===== config.mk =====
export PLATFORM = sky130hd
export DESIGN_NAME = load_store_unit
export DESIGN_NICKNAME = d
export VERILOG_FILES = /design/src/rtl/load_store_unit_pkg.sv /design/src/rtl/load_store_unit.sv
export SDC_FILE = /design/constraint.sdc
export NUM_CORES = 1
export LEC_CHECK = 0
export BUFFER_PORTS_ARGS = -buffer_cell sky130_fd_sc_hd__buf_2
export CORE_ASPECT_RATIO = 0.75
export CORE_UTILIZATION = 51
export CTS_BUF_LIST = sky130_fd_sc_hd__clkbuf_2
export DETAILED_ROUTE_END_ITERATION = 8
export PLACE_DENSITY = 0.94
export REMOVE_ABC_BUFFERS = 1
export SLEW_MARGIN = 20
export SYNTH_ARGS = -nofsm -noshare
export SYNTH_HDL_FRONTEND = slang
export SYNTH_SLANG_ARGS = --single-unit

===== constraint.sdc =====
create_clock -name clk -period 5.1 [get_ports clk]
set_clock_uncertainty 0.05 [all_clocks]
set_input_delay 0.255 -clock clk [delete_from_list [all_inputs] [get_ports clk]]
set_output_delay 0.255 -clock clk [all_outputs]
set_load 0.01 [all_outputs]

===== src/rtl/load_store_unit_pkg.sv =====
`default_nettype none
// ============================================================================
// Module      : load_store_unit_pkg
// Description : Shared FSM state encoding and default widths for the
//               load/store unit.
// Revision    : 1.0 - initial release
// ============================================================================
package load_store_unit_pkg;

    localparam int unsigned LSU_ADDR_W    = 16;
    localparam int unsigned LSU_DATA_W    = 16;
    localparam int unsigned LSU_MEM_WORDS = 4;

    typedef enum logic [1:0] {
        ST_IDLE  = 2'd0,
        ST_ISSUE = 2'd1,
        ST_WAIT  = 2'd2,
        ST_RESP  = 2'd3
    } lsu_state_t;

endpackage
`default_nettype wire


===== src/rtl/load_store_unit.sv =====
`default_nettype none
// ============================================================================
// Module      : load_store_unit
// Description : Single-outstanding load/store unit in front of a word-addressed
//               data memory with a fixed read wait.
// Revision    : 1.0 - initial release
// ============================================================================
module load_store_unit
    import load_store_unit_pkg::*;
#(
    parameter int unsigned ADDR_W    = LSU_ADDR_W,
    parameter int unsigned DATA_W    = LSU_DATA_W,
    parameter int unsigned MEM_WORDS = LSU_MEM_WORDS,
    parameter int unsigned RD_WAIT   = 1
)(
    input  logic              clk,
    input  logic              clr,
    input  logic              req_valid,
    output logic              req_ready,
    input  logic              req_write,
    input  logic [ADDR_W-1:0] req_addr,
    input  logic [DATA_W-1:0] req_wdata,
    output logic              resp_valid,
    input  logic              resp_ready,
    output logic [DATA_W-1:0] resp_rdata,
    output logic              resp_err,
    output logic [ADDR_W-1:0] mem_address,
    output logic [DATA_W-1:0] mem_write_data,
    output logic              mem_load,
    input  logic [DATA_W-1:0] mem_output_data,
    output logic              busy
);

    // Counter preload; with no wait cycles the WAIT state is skipped entirely.
    localparam logic [3:0]        c_WAIT_INIT = (RD_WAIT == 0) ? 4'd0 : 4'(RD_WAIT - 1);
    localparam logic              c_NO_WAIT   = (RD_WAIT == 0);
    // Range limit widened so the compare never truncates either operand.
    localparam logic [ADDR_W+31:0] c_MEM_LIMIT = (ADDR_W + 32)'(MEM_WORDS);

    lsu_state_t        r_state;
    lsu_state_t        w_next_state;
    logic              r_write;
    logic [3:0]        r_wait_cnt;
    logic [ADDR_W-1:0] r_mem_address;
    logic [DATA_W-1:0] r_mem_wdata;
    logic [DATA_W-1:0] r_resp_rdata;
    logic              r_resp_err;
    logic              w_req_ready;
    logic              w_accept;
    logic              w_addr_err;
    logic              w_sample;
    logic              w_mem_load;

    assign w_req_ready = (r_state == ST_IDLE) && clr;
    assign w_accept    = req_valid && w_req_ready;
    assign w_addr_err  = ({32'd0, req_addr} >= c_MEM_LIMIT);

    // State register.
    always_ff @(posedge clk or negedge clr) begin
        if (!clr) begin
            r_state <= ST_IDLE;
        end else begin
            r_state <= w_next_state;
        end
    end

    // Next-state decode, read-data sample point and store strobe.
    always_comb begin
        w_next_state = r_state;
        w_sample     = 1'b0;
        w_mem_load   = 1'b0;
        case (r_state)
            ST_IDLE: begin
                if (w_accept) begin
                    w_next_state = w_addr_err ? ST_RESP : ST_ISSUE;
                end
            end
            ST_ISSUE: begin
                if (r_write) begin
                    w_mem_load   = 1'b1;
                    w_next_state = ST_RESP;
                end else if (c_NO_WAIT) begin
                    w_sample     = 1'b1;
                    w_next_state = ST_RESP;
                end else begin
                    w_next_state = ST_WAIT;
                end
            end
            ST_WAIT: begin
                if (r_wait_cnt == 4'd0) begin
                    w_sample     = 1'b1;
                    w_next_state = ST_RESP;
                end
            end
            ST_RESP: begin
                if (resp_ready) begin
                    w_next_state = ST_IDLE;
                end
            end
            default: w_next_state = ST_IDLE;
        endcase
    end

    // Request capture, wait counter and response data registers.
    always_ff @(posedge clk or negedge clr) begin
        if (!clr) begin
            r_write       <= 1'b0;
            r_wait_cnt    <= 4'd0;
            r_mem_address <= '0;
            r_mem_wdata   <= '0;
            r_resp_rdata  <= '0;
            r_resp_err    <= 1'b0;
        end else begin
            if (w_accept) begin
                r_write      <= req_write;
                r_resp_rdata <= '0;
                r_resp_err   <= w_addr_err;
                // Out-of-range requests never touch the memory-side registers.
                if (!w_addr_err) begin
                    r_mem_address <= req_addr;
                    r_mem_wdata   <= req_wdata;
                end
            end
            if (r_state == ST_ISSUE) begin
                r_wait_cnt <= c_WAIT_INIT;
            end else if ((r_state == ST_WAIT) && (r_wait_cnt != 4'd0)) begin
                r_wait_cnt <= r_wait_cnt - 4'd1;
            end
            if (w_sample) begin
                r_resp_rdata <= mem_output_data;
            end
        end
    end

    assign req_ready      = w_req_ready;
    assign resp_valid     = (r_state == ST_RESP);
    assign resp_rdata     = r_resp_rdata;
    assign resp_err       = r_resp_err;
    assign mem_address    = r_mem_address;
    assign mem_write_data = r_mem_wdata;
    assign mem_load       = w_mem_load;
    assign busy           = (r_state != ST_IDLE);

endmodule
`default_nettype wire


==> impl_metrics.tcl <==
set metrics [dict create \
    status "completed" \
    startpoint_type "flop" \
    synth_common_cells "dfrtp_1, nand2_1, mux2_2, o21ai_0, nor2b_1" \
    cts-root-buf "clkbuf_2" \
    cts_buffer_depth 2 \
    yosysTopAreaCellShare_pct 62.36 \
    vias 1942 \
    post_synth.cell_area_avg_sq_um 11.58 \
    hold_ws_ns 0.1941 \
    synth_edf_count 0 \
    grt_pass1_wl_um 9142 \
    synth_most_common_cell "dfrtp_1" \
    diodes 0 \
    routed_wl_um 5818 \
    synthArstFlopShare_pct 100.0 \
    path_class "reg2reg" \
    start_util_pct 54.42 \
    endpoint_kind "flop" \
    cts_buffers 5 \
    drt_pass1_iterations 4 \
    power_density_nw_per_um2 341.9 \
    tightestPinTransition_ns 1.088 \
    die_area_sq_um 4678 \
    drt_iter0_drc 95 \
    hold_path.class "in2reg" \
    slew_headroom_pct 27.39 \
    synth-seq-cells 56 \
    worst_slack_ns 2.172 \
    cts.clk_slew.worst_paths_ns 0.27 \
    setup_tns_ns 0 \
    place.gp.congestion 0.7843 \
    synthCells 194 \
    fp.dieH_um 59.49 \
    vdd_drop_max_mv 0.2917 \
    ant_nets 0 \
    cap_violations 0 \
    worst_ep_arrival_time_ns 3.24 \
    layout-drive-gt1-share_pct 40.71 \
    drv_slew 0 \
    ios 106 \
    core-area_sq_um 4129 \
    final_hold_viol_count 0 \
    fin_util_pct 78.45 \
    netlist_top_cells_area "dfrtp_1, mux2_2, nand2_1" \
    clock.fmax_ghz 0.3415 \
    grt_use_total_pct 26.42 \
    yosys_warnings 0 \
    mappedNetlistArea_sq_um 2247 \
    period_minus_slack_ns 2.928 \
    synth_area_leader_cell "dfrtp_1" \
    clk_latency_ns 0.43 \
    syn_to_final_growth_pct 44.15 \
    p_leak_nw 1.815 \
    drt-vias-per-instance 4.929 \
    synth_cell_types 24 \
    cts.sinks 56 \
    pre_cts_ws_ns 2.225 \
    grt_setup_unrepaired "no" \
    grt-ovfl-total 0 \
    tritoncts "done" \
    wl_per_cell_um 14.77 \
    critPathRequiredTime_ns 5.41 \
    htreeDepth 2 \
    final_cells 394 \
    synthFlopType "dfrtp_1" \
    grt_max_degree 58 \
    fillers 268 \
    ys_seq_area_share_pct 62.36 \
    cts_resized 0 \
    fin_nets 398 \
    die_w_um 78.65 \
    dp_cells 350 \
    min_period_over_period_pct 57.41 \
    dp.final_hpwl_um 3526 \
    io_buffers 105 \
    grt_pass1_vias 1921 \
    setup_viol 0 \
    grt_antenna_before_repair 0 \
    rows 20 \
    drc_errors 0 \
    critPathMaxFanout 23 \
]
[kinds of logic after synthesis]
kind of cell	synth area share, %
xor gates and xnor gates	1.169
and+or+nand+nor	14.25
muxes	9.521
adders and majority gates	3.897
buffers and inverters	3.174
DFF	62.36
AOI/OAI and AO/OA	5.624
[layout by cell type (no fill, tap or decap), types with 2 or more instances in the layout]
| master | instances |
|---|---|
| clkbuf_2 | 6 |
| nor4_1 | 3 |
| a21oi_1 | 2 |
| buf_2 | 105 |
| nor2b_1 | 14 |
| dlygate4sd3_1 | 36 |
| buf_4 | 3 |
| xor2_1 | 2 |
| nand3_1 | 2 |
| nor2_1 | 7 |
| ha_1 | 7 |
| mux2_2 | 19 |
| o21ai_0 | 17 |
| inv_1 | 10 |
| dfrtp_1 | 56 |
| nand2_1 | 37 |
[state kept, by name, indices dropped and copies added (netlist names)]
signal and flops:
mem_address 16, mem_write_data 16, r_state 2, r_wait_cnt 4
r_write 1, resp_err 1, resp_rdata 16
[per-layer routing]
layer,wire (um),vias up,GRT usage (%)
li1,-,920,-
met3,379,6,6.308
met5,0,-,0
met4,38,0,6.349
met2,3053,93,50.56
met1,2347,923,30.12
[cell type report]
cell class | instances | area [sq um] | area share [%]
Multi-Input combinational cell | 121 | 777.0 | 23.99
Clock buffer | 6 | 30.03 | 0.9270
Inverter | 10 | 37.54 | 1.159
Clock inverter | 2 | 16.27 | 0.5021
Sequential cell | 56 | 1401 | 43.26
Timing Repair Buffer | 144 | 908.4 | 28.04
Tap cell | 55 | 68.82 | 2.124
[critical path, stage by stage (launching register included)]
cell and delay [ns]:
dfrtp_1 0.50, inv_1 0.13, ha_1 0.19, and2_1 0.16
nand2_1 0.38, nor2_2 1.00, mux2_2 0.44
[stage by stage]
step	area, sq um	power, mW
after global placement	2833	0.8965
after CTS	3229	1.101
final	3239	1.108
after detailed placement	2833	0.9125
after floorplan	2213	0.7615
after global routing	3239	1.188
[repair_timing]
item,CTS,global route
buffers inserted,0,0
hold buffers,35,1
hold endpoints to repair,90,1
[power by group]
group	internal (mW)	leakage [nW]	total (mW)	switching (mW)
combinational	0.157	1.04	0.370	0.213
clock	0.0368	0.0292	0.174	0.137
sequential	0.518	0.747	0.564	0.0460
[path summary, 6_finish.rpt]
path	slack (ns)	start	depth (start not counted)	end
min	0.19	req_addr[8]	5	r_state[1]$_DFFE_PN0P_
max reg2reg	2.17	r_state[0]$_DFFE_PN0P_	6	mem_write_data[3]$_DFFE_PN0P_
min in group asynchronous	0.46	clr	3	mem_write_data[1]$_DFFE_PN0P_
max in group asynchronous	4.08	clr	3	resp_rdata[8]$_DFFE_PN0P_
min reg2reg	0.48	resp_err$_DFFE_PN0P_	2	resp_err$_DFFE_PN0P_
max	2.17	r_state[0]$_DFFE_PN0P_	6	mem_write_data[3]$_DFFE_PN0P_
Note: power is estimated with default switching activity, not from simulation.
